### config.mk
export PLATFORM = sky130hd
export DESIGN_NAME = ffd_eval_driver
export DESIGN_NICKNAME = d
export VERILOG_FILES = /design/src/rtl/ffd_eval_driver.sv
export SDC_FILE = /design/constraint.sdc
export NUM_CORES = 1
export LEC_CHECK = 0
export ABC_AREA = 1
export CORE_ASPECT_RATIO = 0.9
export CORE_MARGIN = 10
export CORE_UTILIZATION = 56
export DETAILED_ROUTE_END_ITERATION = 8
export GPL_TIMING_DRIVEN = 0
export PLACE_DENSITY_LB_ADDON = 0.3
export SYNTH_ARGS = -nofsm -noshare
export SYNTH_HDL_FRONTEND = slang
export SYNTH_SLANG_ARGS = --single-unit
### constraint.sdc
create_clock -name clk -period 2.8 [get_ports clk]
set_input_delay 0.56 -clock clk [delete_from_list [all_inputs] [get_ports clk]]
set_output_delay 0.56 -clock clk [all_outputs]
set_load 0.01 [all_outputs]
### src/rtl/ffd_eval_driver.sv
// ffd_eval_driver: drives an evolved async D-FF cell through SETUP/RISE/HOLD/FALL phases and scores it against a rising-edge DFF.
module ffd_eval_driver #(
   parameter int NUM_VECTORS = 16,
   parameter int SETTLE_CYCLES = 4,
   parameter logic [7:0] LFSR_SEED = 8'h01
) (
   input  logic       clk,
   input  logic       rst_n,
   input  logic       start,
   input  logic       abort,
   output logic [1:0] dut_in,
   input  logic       dut_out,
   output logic       busy,
   output logic       done,
   output logic       pass,
   output logic [7:0] err_count,
   output logic [7:0] fail_vec,
   output logic [1:0] fail_phase
);
   typedef enum logic [2:0] {IDLE, SETUP, RISE, HOLD, FALL, DONE} state_t;
   localparam logic [7:0] SEED = (LFSR_SEED == 8'h00) ? 8'h01 : LFSR_SEED;
   localparam logic [7:0] LAST_CNT = 8'(SETTLE_CYCLES - 1);
   localparam logic [7:0] LAST_VEC = 8'(NUM_VECTORS - 1);
   state_t state, ns;
   logic [7:0] lfsr, lfsr_n, vec, cnt, err_n;
   logic [1:0] sync, phase;
   logic last, miss, d_n;
   always_comb begin
      last = cnt == LAST_CNT;
      phase = (state == RISE) ? 2'd0 : (state == HOLD) ? 2'd1 : 2'd2;
      miss = last && (state == RISE || state == HOLD || state == FALL) && (sync[1] != lfsr[0]);
      err_n = err_count + 8'(miss && err_count != 8'hFF);
      lfsr_n = (state == IDLE) ? SEED : (state == FALL && last) ? {lfsr[6:0], lfsr[7] ^ lfsr[5] ^ lfsr[4] ^ lfsr[3]} : lfsr;
      d_n = lfsr_n[0];
      ns = state;
      case (state)
         IDLE:    ns = start ? SETUP : IDLE;
         SETUP:   ns = last ? RISE : SETUP;
         RISE:    ns = last ? HOLD : RISE;
         HOLD:    ns = last ? FALL : HOLD;
         FALL:    ns = last ? ((vec == LAST_VEC) ? DONE : SETUP) : FALL;
         default: ns = IDLE;
      endcase
      if (abort) ns = IDLE;
   end
   // dut_in is registered from the next state so the cell sees glitch-free edges
   always_ff @(posedge clk or negedge rst_n) begin
      if (!rst_n) begin
         state <= IDLE;
         sync <= 2'b00;
         lfsr <= SEED;
         vec <= 8'd0;
         cnt <= 8'd0;
         dut_in <= 2'b00;
         busy <= 1'b0;
         done <= 1'b0;
         pass <= 1'b0;
         err_count <= 8'd0;
         fail_vec <= 8'd0;
         fail_phase <= 2'd3;
      end else begin
         sync <= {sync[0], dut_out};
         state <= ns;
         lfsr <= lfsr_n;
         cnt <= (ns != state) ? 8'd0 : cnt + 8'd1;
         vec <= (state == IDLE) ? 8'd0 : (state == FALL && last) ? vec + 8'd1 : vec;
         dut_in <= (ns == SETUP) ? {d_n, 1'b0} : (ns == RISE) ? {d_n, 1'b1} :
                   (ns == HOLD) ? {~d_n, 1'b1} : (ns == FALL) ? {~d_n, 1'b0} : 2'b00;
         busy <= ns != IDLE;
         done <= ns == DONE;
         if (state == IDLE) begin
            if (ns == SETUP) begin
               err_count <= 8'd0;
               fail_phase <= 2'd3;
               pass <= 1'b0;
            end
         end else begin
            err_count <= err_n;
            if (miss && fail_phase == 2'd3) begin
               fail_vec <= vec;
               fail_phase <= phase;
            end
            if (ns == DONE) pass <= err_n == 8'd0;
            if (abort) pass <= 1'b0;
         end
      end
   end
endmodule

==> results of run 1 <==
-- worst max path at each step --
stage | start | end | cells after the start
after detailed placement | cnt[0] | pass | 17
after global routing | cnt[0] | pass | 17
after CTS | cnt[0] | pass | 17
final | cnt[0] | pass | 17
after floorplan | cnt[0] | pass | 17
after global placement | rst_n | err_count[5] | 1
-- repair_timing --
| action | 4_1_cts | 5_1_grt |
|---|---|---|
| hold buffers | 0 | 0 |
| buffers inserted | 0 | 1 |
| resized for setup | 0 | 3 |
| endpoints found under the setup margin | 0 | 1 |
| endpoints found under the hold margin | 0 | 0 |
-- state kept, by name, indices dropped and copies added, names as in the netlist, 2 cells and up --
name        cells
vec             8
sync            2
state           3
lfsr            8
err_count       8
fail_phase      2
fail_vec        8
cnt             8
dut_in          2
-- cell usage in the layout, fill, tap and decap left out, drive strengths merged, types with 6 or more instances in the layout --
master / instances
a21oi: 8
buf: 6
clkbuf: 8
clkdlybuf4s50: 26
dfrtp: 49
inv: 49
nand2: 83
nand3: 23
nor2: 41
nor3: 8
o21ai: 23
o22ai: 7
-- cell type report --
| class | instances | share of cell area |
|---|---|---|
| clock buffers | 7 | 0.03140 |
| well taps | 62 | 0.02529 |
| plain buffers | 4 | 0.01020 |
| inverters | 49 | 0.05995 |
| repair buffers | 29 | 0.09543 |
| flip-flops and latches | 52 | 0.4254 |
| multi-input cells | 214 | 0.3524 |
-- worst reg2reg max path: cells and delay by family (launching register included) --
family / cells / cell delay, ns
DFF: 1 / 0.38
adders and majority gates: 3 / 0.61
and+or+nand+nor: 11 / 1.02
buffers and inverters: 1 / 0.10
AOI/OAI and AO/OA: 2 / 0.36
-- metrics by stage --
stage	setup slack, ns	setup TNS (ns)	cell area [um^2]
6_report	0.2723	0	3068
5_1_grt	0.003854	0	3068
4_1_cts	0.1512	0	3044
3_5_place_dp	0.1887	0	2948
3_3_place_gp	-0.3409	-16.60	2933
2_1_floorplan	0.5606	0	2585
-- power groups by stage --
stage / Combinational, mW / Clock [mW] / Sequential (mW)
2_1_floorplan: 0.202 / 0 / 0.854
3_3_place_gp: 0.308 / 0 / 0.848
3_5_place_dp: 0.319 / 0 / 0.850
4_1_cts: 0.320 / 0.465 / 0.835
5_1_grt: 0.369 / 0.496 / 0.841
6_report: 0.330 / 0.455 / 0.834
-- cell usage after synthesis, types with 2 or more instances --
| cell | number |
|---|---|
| a21oi_1 | 7 |
| buf_6 | 2 |
| dfrtp_1 | 49 |
| dfstp_2 | 3 |
| ha_1 | 4 |
| inv_1 | 44 |
| inv_2 | 5 |
| nand2_1 | 75 |
| nand2_2 | 8 |
| nand3_1 | 20 |
| nand3_2 | 3 |
| nand4_1 | 4 |
| nor2_1 | 37 |
| nor2_4 | 3 |
| nor3_1 | 8 |
| o21ai_0 | 22 |
| o21bai_1 | 2 |
| o22ai_1 | 7 |
| xnor2_1 | 3 |
| xor2_1 | 4 |
-- routing by layer --
metal / vias up / wire, um
li1: 1076 / -
met1: 991 / 2351
met2: 37 / 2497
met3: 7 / 250
met4: 0 / 48
met5: - / 0
-- kinds of logic (layout without fill, tap and decap cells) --
| group | after synthesis | in the layout |
|---|---|---|
| buffers and inverters | 53 | 89 |
| xor gates and xnor gates | 7 | 7 |
| and+or+nand+nor | 161 | 161 |
| AOI/OAI and AO/OA | 42 | 42 |
| DFF | 52 | 52 |
| adders and majority gates | 4 | 4 |
==> results.yml, run 1 <==
grt:
  use_met3: 0.04181
  grtUsageTotal: 0.1409
  grt_pass1_vias: 2121
  globalRouteOverflowTotal: 0
  antenna_found_initial: 0
  met1_usage: 0.1674
  grt_start_max_net_pins: 42
  grt-busiest-layer: "met2"
  met2_usage: 0.2414
  grt_first_pass_wirelength_mm: 9.294
yosys:
  synth-adder-area-share: 0.01936
  synth_compound_area_frac: 0.09100
  synth-edff-count: 0
  async_flop_share: 1.000
  yosysWarnings: 0
  synthCells: 319
  avgSynthCellArea_um2: 8.103
  synth_cell_types: 29
  synth_top_family_by_area: "simple AND/OR/NAND/NOR gates"
  yosys-top-cells-area: "dfrtp_1 (47%), nand2_1 (11%), inv_1 (6.4%)"
  muxShareOfSynthArea: 0
  syn_area_mm2: 0.002585
  yosys.area_share.simple: 0.2778
  synth_xor_area_frac: 0.02372
  syn_nets: 328
  yosysTopAreaCell: "dfrtp_1"
  ys.flop_type: "dfrtp_1"
  synth_seq_cells: 52
  netlist.area_leader.share: 0.4743
  synth.yosys.seq_area_share: 0.5048
critical_path:
  crit_path_frequent_cell: "nand2_1"
  critical_path.top_delay_family: "simple AND/OR/NAND/NOR gates"
  cp_cell_sequence: "ha_2 -> nand3_2 -> nor2_4 -> o2111ai_2 -> a41oi_2 -> ha_1 -> ha_1 -> nand2_1 -> inv_1 -> nand2_1 -> nand2_1 -> nand2_1 -> nor2_1 -> nand4_1 -> nor2_1 -> nand3_1 -> nand2_1"
  r2r-end: "pass"
  timing.critical_path.fanout_max: 5
  r2r_slack_ns: 0.27
  endpoint_kind: "register"
  slowest_stage: "dfrtp_1"
  worst-setup-path-type: "register to register"
  r2r_cells: 17
  arrival_ns: 2.77
  cp_num_buf_inv: 1
  cp_slowest_stage_delay_ns: 0.38
  r2r-start: "cnt[0]"
  critPathLaunchType: "register"
  worstPathRequired_ns: 3.05
cells_and_area:
  drive_gt1_frac: 0.1155
  multi_input_area_mm2: 0.001081
  fin_nets: 364
  final-instance-count-excl-fill: 417
  syn2layout_area_growth_pct: 18.68
  seqCellArea_mm2: 0.001305
  diodes: 0
  fill_cells: 364
  final_util: 0.6878
timing:
  whs_ns: 0.1276
  rsz0062_at_grt: "false"
  period_minus_slack_ns: 2.528
  slew_headroom: 0.7214
  worst_pin_slew_ns: 0.4179
  post-route-period-util: 0.9028
  clock.fmax_mhz: 395.6
  finalHoldViolations: 0
  slew_viol_final: 0
  setup_viol_count_final: 0
  skew_ns: 0.003183
die:
  die_w_um: 91.62
  die_area_mm2: 0.007737
  row_count: 23
  coreArea_mm2: 0.004461
  dieHeight_um: 84.46
  initial_core_util: 0.5795
  io_pins: 28
drt:
  dr.pass1.iters: 4
  vias: 2111
  wirelength_mm: 5.148
  viasPerCell: 5.062
  drc: 0
  drtIter0Drc: 145
  wl_per_cell_um: 12.35
  ant_nets: 0
power_and_ir_drop:
  vdd_drop_max_mv: 0.3419
  leakagePower_nw: 1.453
  pwr-share-comb: 0.204
  p_total_mw: 1.619
  swShare: 0.2883
  clkPwrFrac: 0.281
  p_int_mw: 1.152
  power_switching_uw: 466.9
  p_per_area_mw_per_mm2: 527.8
  seq_power_share: 0.515
clocking:
  cts_tree: "yes"
  cts_made_buffers: 5
  htreeDepth: 2
  ctsRootBufferMaster: "clkbuf_8"
  cts_sinks: 52
  clkLatencyLatePin_ns: 0.30
  cts_max_path_buffers: 2
  clk_pin_slew_ns: 0.09
place:
  routabilityCongestion: 0.8383
  dp.cells: 409
  portBuffers: 27
  place_hpwl_mm: 3.821
hold_path:
  hp-class: "input port to asynchronous set/reset pin"
run:
  max-cap-violations: 0
outcome:
  status: "finished, final reports clean"
(Power assumes the default switching activity.)
==> inputs of run 2 (changes only) <==
--- a/config.mk
+++ b/config.mk
@@ -12,6 +12,7 @@
 export DETAILED_ROUTE_END_ITERATION = 8
 export GPL_TIMING_DRIVEN = 0
 export PLACE_DENSITY_LB_ADDON = 0.3
+export SLEW_MARGIN = 20
 export SYNTH_ARGS = -nofsm -noshare
 export SYNTH_HDL_FRONTEND = slang
 export SYNTH_SLANG_ARGS = --single-unit
==> results.yml, run 2 (same netlist as run 1, synthesis figures left out) <==
outcome:
  status: "finished, final reports clean"
grt:
  globalRouteOverflowTotal: 0
  grt_pass1_vias: 2163
  grtUsageTotal: 0.1463
  antenna_found_initial: 0
  grt_start_max_net_pins: 53
  grt_first_pass_wirelength_mm: 9.563
critical_path:
  timing.critical_path.fanout_max: 5
  worstPathRequired_ns: 3.05
  arrival_ns: 2.76
  worst-setup-path-type: "register to register"
  endpoint_kind: "register"
  critPathLaunchType: "register"
timing:
  period_minus_slack_ns: 2.509
  post-route-period-util: 0.8960
  rsz0062_at_grt: "false"
  finalHoldViolations: 0
  slew_headroom: 0.5832
  slew_viol_final: 0
  timing.final.ws_setup_ns: 0.2912
  worst_pin_slew_ns: 0.6252
  clock.fmax_mhz: 398.6
  tns_ns: 0
  whs_ns: 0.2687
  skew_ns: 0.008670
  setup_viol_count_final: 0
die:
  row_count: 23
  coreArea_mm2: 0.004461
  dieHeight_um: 84.46
  die_area_mm2: 0.007737
  initial_core_util: 0.5795
  die_w_um: 91.62
  io_pins: 28
power_and_ir_drop:
  seq_power_share: 0.499
  pwr-share-comb: 0.193
  p_total_mw: 1.685
  p_int_mw: 1.194
  power_switching_uw: 491.2
  clkPwrFrac: 0.308
  vdd_drop_max_mv: 0.3143
  swShare: 0.2915
  leakagePower_nw: 1.440
  p_per_area_mw_per_mm2: 548.6
cells_and_area:
  diodes: 0
  final_cell_mix: "nand2_1 (75), dfrtp_1 (48), inv_1 (44), nor2_1 (37), clkdlybuf4s50_1 (26)"
  stdcell_area_mm2: 0.003072
  final_util: 0.6886
  syn2layout_area_growth_pct: 18.83
  layout_commonest_cell: "nand2_1"
  drive_gt1_frac: 0.1186
  final-instance-count-excl-fill: 416
  fin_nets: 362
clocking:
  cts_tree: "yes"
  clkLatencyLatePin_ns: 0.31
  cts_max_path_buffers: 2
  cts_made_buffers: 5
  cts_sinks: 52
  htreeDepth: 2
  ctsRootBufferMaster: "clkbuf_8"
  cts_hold_buf: 0
  clk_pin_slew_ns: 0.10
run:
  max-cap-violations: 0
place:
  place_hpwl_mm: 3.720
  routabilityCongestion: 0.8383
  dpl_worst_slack_ns: 0.1750
  portBuffers: 27
  dp.cells: 408
  placed_area_mm2: 0.002930
drt:
  wirelength_mm: 5.264
  drc: 0
  dr.pass1.iters: 4
  ant_nets: 0
  viasPerCell: 5.108
  drtIter0Drc: 103
  wl_per_cell_um: 12.65
  vias: 2125
hold_path:
  hp-class: "input port to asynchronous set/reset pin"
## run 2: cell count changes in the layout (fill, tap and decap cells not counted)
cell / change
clkbuf_8: -2
buf_12: -1
buf_2: -1
bufinv_16: +1
clkinv_2: +1
clkinvlp_4: +1
dfrtp_1: -1
dfrtp_2: +1
ha_1: -1
ha_4: +1
## run 2: routing by layer
layer  GRT usage  wire length, um  vias to the layer above
met1      0.1724             2379                      987
met4     0.04267               94                        0
li1            -                -                     1078
met5           0                0                        -
met3     0.05071              312                       13
met2      0.2460             2478                       47
## run 2: final timing paths
check,depth (start not counted),slack (ns),start,to
setup / recovery,17,0.29,cnt[0],pass
hold / removal,1,0.27,rst_n,vec[3]
hold reg to reg,0,0.36,sync[0],sync[1]
min in group clk,0,0.36,sync[0],sync[1]
max in group asynchronous,1,2.09,rst_n,cnt[0]
setup reg to reg,17,0.29,cnt[0],pass
## run 2: power by group through the flow
stage / clock network, mW / registers [mW] / logic [mW]
finish: 0.519 / 0.842 / 0.325
global route: 0.559 / 0.849 / 0.365
floorplan: 0 / 0.854 / 0.202
global placement: 0 / 0.848 / 0.308
detailed placement: 0 / 0.850 / 0.318
CTS: 0.526 / 0.836 / 0.324
## run 2: worst max-delay path, stage by stage (launching register included)
cell and delay, ns:
dfrtp_2 0.41, ha_4 0.17, nand3_2 0.10, nor2_4 0.16
o2111ai_2 0.17, a41oi_2 0.19, ha_2 0.20, ha_1 0.18
nand2_1 0.08, inv_1 0.10, nand2_1 0.06, nand2_1 0.06
nand2_1 0.06, nor2_1 0.14, nand4_1 0.10, nor2_1 0.10
nand3_1 0.08, nand2_1 0.08
## run 2: area by class of cell
type                    instances  area (um^2)
plain buffers                   4        31.28
clock buffers                   5        68.82
multi-input cells             214         1094
clock inverters                 3        42.54
repair buffers                 27        267.8
well taps                      62        77.57
inverters                      49        183.9
fillers                       370         1389
flip-flops and latches         52         1306
## run 2: timing repair
| action | in CTS | in global routing |
|---|---|---|
| resized for setup | 0 | 6 |
| endpoints found under the setup margin | 0 | 1 |
| setup buffers | 0 | 0 |
==> inputs of run 3 (changes only) <==
--- a/config.mk
+++ b/config.mk
@@ -12,6 +12,7 @@
 export DETAILED_ROUTE_END_ITERATION = 8
 export GPL_TIMING_DRIVEN = 0
 export PLACE_DENSITY_LB_ADDON = 0.3
+export RECOVER_POWER = 50
 export SLEW_MARGIN = 20
 export SYNTH_ARGS = -nofsm -noshare
 export SYNTH_HDL_FRONTEND = slang
==> results.yml, run 3 (same netlist as run 1, synthesis figures left out) <==
timing:
  worst_pin_slew_ns: 1.239
  setup_viol_count_final: 0
  skew_ns: 0.009933
  post-route-period-util: 0.8914
  finalHoldViolations: 0
  whs_ns: 0.3630
  period_minus_slack_ns: 2.496
  clock.fmax_mhz: 400.7
  slew_headroom: 0.1740
  rsz0062_at_grt: "false"
  slew_viol_final: 0
cells_and_area:
  final-instance-count-excl-fill: 416
  diodes: 0
  fill_cells: 375
  final_cell_mix: "nand2_1 (77), dfrtp_1 (48), inv_1 (45), nor2_1 (39), clkdlybuf4s50_1 (24)"
  layout_commonest_cell: "nand2_1"
  syn2layout_area_growth_pct: 17.76
  drive_gt1_frac: 0.1017
  stdcell_area_mm2: 0.003044
  fin_nets: 362
clocking:
  htreeDepth: 2
  cts_sinks: 52
  cts_tree: "yes"
  postCtsSetupBuffers: 0
  cts_hold_buf: 0
  ctsRootBufferMaster: "clkbuf_8"
  clk_pin_slew_ns: 0.10
  clkLatencyLatePin_ns: 0.31
  cts_max_path_buffers: 2
  cts_made_buffers: 5
critical_path:
  timing.critical_path.fanout_max: 5
  worstPathRequired_ns: 3.05
  endpoint_kind: "register"
  worst-setup-path-type: "register to register"
  critPathLaunchType: "register"
  arrival_ns: 2.75
  r2r_slack_ns: 0.30
power_and_ir_drop:
  p_per_area_mw_per_mm2: 549.6
  vdd_drop_max_mv: 0.3110
  leakagePower_nw: 1.438
  p_total_mw: 1.673
run:
  max-cap-violations: 0
place:
  place_hpwl_mm: 3.720
  routabilityCongestion: 0.8383
  dp.cells: 408
  portBuffers: 27
  placed_area_mm2: 0.002930
drt:
  vias: 2122
  wirelength_mm: 5.268
  ant_nets: 0
  viasPerCell: 5.101
  drc: 0
  wl_per_cell_um: 12.66
  drtIter0Drc: 152
  dr.pass1.iters: 4
grt:
  globalRouteOverflowTotal: 0
  grt_start_max_net_pins: 53
  antenna_found_initial: 0
  grtUsageTotal: 0.1463
  grt_pass1_vias: 2163
  grt_first_pass_wirelength_mm: 9.563
die:
  row_count: 23
  die_w_um: 91.62
  dieHeight_um: 84.46
  die_area_mm2: 0.007737
  io_pins: 28
  coreArea_mm2: 0.004461
  initial_core_util: 0.5795
hold_path:
  hp-class: "register to register"
outcome:
  status: "finished, final reports clean"
run 3: repair_timing:
action	in CTS	in global routing
endpoints found under the hold margin	0	0
setup endpoints to repair	0	1
gates resized for setup	0	6
run 3: critical path: stages (launching register included):
cell and delay [ns]:
dfrtp_2 0.41, ha_4 0.17, nand3_2 0.10, nor2_4 0.15
o2111ai_2 0.17, a41oi_2 0.19, ha_2 0.20, ha_1 0.18
nand2_1 0.08, inv_1 0.10, nand2_1 0.06, nand2_1 0.06
nand2_1 0.06, nor2_1 0.14, nand4_1 0.10, nor2_1 0.10
nand3_1 0.08, nand2_1 0.08
run 3: final timing paths:
| check | from | to | depth (start not counted) |
|---|---|---|---|
| hold reg to reg | sync[0] | sync[1] | 0 |
| setup / recovery | cnt[0] | pass | 17 |
| hold / removal | sync[0] | sync[1] | 0 |
| min in group asynchronous | rst_n | vec[3] | 1 |
| setup reg to reg | cnt[0] | pass | 17 |
| max in group asynchronous | rst_n | cnt[0] | 1 |
run 3: report_power, final:
group,internal (mW),switching [mW],leakage (nW),total (mW)
registers,0.802,0.0389,0.702,0.841
clock network,0.265,0.250,0.0541,0.515
logic,0.123,0.194,0.682,0.317
run 3: per-stage QoR:
step / worst slack, ns / setup TNS [ns] / utilization
floorplan: 0.5606 / 0 / -
global placement: -0.3409 / -16.60 / 0.6575
detailed placement: 0.1750 / 0 / 0.6569
CTS: 0.1007 / 0 / 0.6819
global route: 0.04485 / 0 / 0.6825
finish: 0.3041 / 0 / 0.6825
run 3: layout make-up:
type / count / area (um^2) / area share
clock inverters: 3 / 42.54 / 0.01397
clock buffers: 5 / 68.82 / 0.02261
flip-flops and latches: 52 / 1306 / 0.4291
plain buffers: 4 / 31.28 / 0.01028
repair buffers: 27 / 265.3 / 0.08714
multi-input cells: 214 / 1069 / 0.3510
well taps: 62 / 77.57 / 0.02548
inverters: 49 / 183.9 / 0.06042
run 3: layer usage:
metal | track usage | wire [um]
met5 | 0 | 0
met4 | 0.04267 | 85
met3 | 0.05071 | 325
met2 | 0.2460 | 2492
met1 | 0.1724 | 2365
==> edit (flow settings as in run 2) <==
The 6 states of `state_t` get a one-hot encoding in 6 bits.
--- a/src/rtl/ffd_eval_driver.sv
+++ b/src/rtl/ffd_eval_driver.sv
@@ -19,3 +19,3 @@
 );
-   typedef enum logic [2:0] {IDLE, SETUP, RISE, HOLD, FALL, DONE} state_t;
+   typedef enum logic [5:0] {IDLE = 6'b000001, SETUP = 6'b000010, RISE = 6'b000100, HOLD = 6'b001000, FALL = 6'b010000, DONE = 6'b100000} state_t;
    localparam logic [7:0] SEED = (LFSR_SEED == 8'h00) ? 8'h01 : LFSR_SEED;
Check against the original RTL: no difference found for any inputs over 10 cycles, from zero or initial values and one cycle with rst_n low; not proved beyond that.
==> edit against run 2 <==
  * Wire length grew 1.0%
  * Critical path depth shrank 4
  * Sequential cell count grew 3
  * Synthesized area grew 4.7%
  * Setup slack lost 0.019 ns
  * Cell area grew 3.0%
  * Highest routed layer unchanged
Power is not compared: it rests on default switching activity, and its combinational part moved more than twofold at a synthesized area within 25%.
==> edit: results (changes against run 2) <==
- Adder-cell area share of the yosys netlist: 1.849% (was 1.936%)
- FF-to-FF Start: state[1] (was cnt[0])
- Synth cell types: 29 (unchanged)
- Setup Buffers After CTS: 0 (unchanged)
- R2R Setup Slk: 0.27 ns (was 0.29 ns)
- Clk_skew: 0.004664 ns (was 0.008670 ns)
- Largest net degree at the start of global routing: 56 (was 53)
- Number of global-route vias before repair: 2008 (was 2163)
- Layout cells sized above 1: 13.11% (was 11.86%)
- Worst-path clk slew: approximately 0.09 ns
- Reg2reg end: pass (unchanged)
- Synth cell count leaders: 69 x nand2_1, 51 x dfrtp_1, 43 x inv_1 (was 75 x nand2_1, 49 x dfrtp_1, 44 x inv_1)
- Layout Nets: 360 (was 362)
- Worst r2r path cells: 13 (was 17)
- Initial DRC count: 80 (was 103)
- Placed cell area: 0.003052 mm^2 (was 0.002930 mm^2)
- Syn avg cell area: 8.537 um^2 (was 8.103 um^2)
- First-pass GRT wire length: 9.101 mm (was 9.563 mm)
- Critical Path Max Stage Delay: 0.43 ns (was 0.41 ns)
- Post-placement cell count: 406 (was 408)
- Status: finished, final reports clean (unchanged)
- CTS max path bufs: 2 (unchanged)
- Sequential element share of the synthesized area: 51.04% (was 50.48%)
- GRT Total Usage: 13.81% (was 14.63%)
- Crit-path slowest cell: dfrtp_1 (was dfrtp_2)
- RePlAce Congestion: 0.8336 (was 0.8383)
- Clk root buf: clkbuf_8 (unchanged)
- Xor and xnor area share after synthesis: 4.854% (was 2.372%)
- Syn nets: 326 (was 328)
- Total length of routed wires: 5.318 mm (was 5.264 mm)
- Worst-Margin Slew: 0.6822 ns (was 0.6252 ns)
- Via count: 2111 (was 2125)
- Post-synthesis compound-gate area fraction: 8.784% (was 9.100%)
- Pre-CTS setup slack: 0.3598 ns (was 0.1750 ns)
- WL/cell: 12.88 um (was 12.65 um)
- Area contributors post-synth: dfrtp_1 47%, nand2_1 9.6%, inv_1 6.0% (was dfrtp_1 47%, nand2_1 11%, inv_1 6.4%)
- DP HPWL: 3.889 mm (was 3.720 mm)
## edit: kinds of logic (layout without fill, tap and decap cells)
group,after synthesis,in the layout
buffers and inverters,51,85
xor gates and xnor gates,15,15
DFF,55,55
AOI/OAI and AO/OA,39,39
and+or+nand+nor,153,153
adders and majority gates,4,4
## edit: worst max path at each step
stage | start | slack [ns] | to
floorplan | cnt[0] | 0.64 | pass
global placement | rst_n | -0.46 | fail_vec[2]
detailed placement | cnt[0] | 0.36 | pass
CTS | cnt[0] | 0.31 | pass
global route | state[1] | 0.04 | pass
finish | state[1] | 0.27 | pass
## edit: area by class of cell
class	count	area (um^2)
plain buffers	4	25.02
flip-flops and latches	55	1381
clock inverters	2	37.54
inverters	47	176.4
fillers	380	1413
repair buffers	27	267.8
well taps	62	77.57
clock buffers	5	68.82
multi-input cells	211	1129
## edit: layer usage
layer	GRT usage [%]	share of wire (%)	wire (um)
met1	16.07	45	2396
met2	22.76	47	2506
met3	4.094	5.7	301
met4	6.583	2.1	114
met5	0	0	0
## edit: power breakdown
group | internal (mW) | switching, mW | total, mW | leakage [nW]
Sequential | 0.893 | 0.0813 | 0.975 | 0.743
Combinational | 0.282 | 0.491 | 0.773 | 0.668
Clock | 0.262 | 0.251 | 0.513 | 0.0502
Total | 1.44 | 0.823 | 2.26 | 1.46
## edit: per-stage QoR
stage | hold slack [ns] | power, mW | utilization [%] | TNS (ns)
2_1_floorplan | 0.2644 | 1.480 | - | 0
3_3_place_gp | 0.3343 | 1.736 | 66.75 | -23.31
3_5_place_dp | 0.3347 | 1.755 | 66.69 | 0
4_1_cts | 0.3146 | 2.274 | 69.02 | 0
5_1_grt | 0.3231 | 2.403 | 69.13 | 0
6_report | 0.2680 | 2.261 | 69.13 | 0
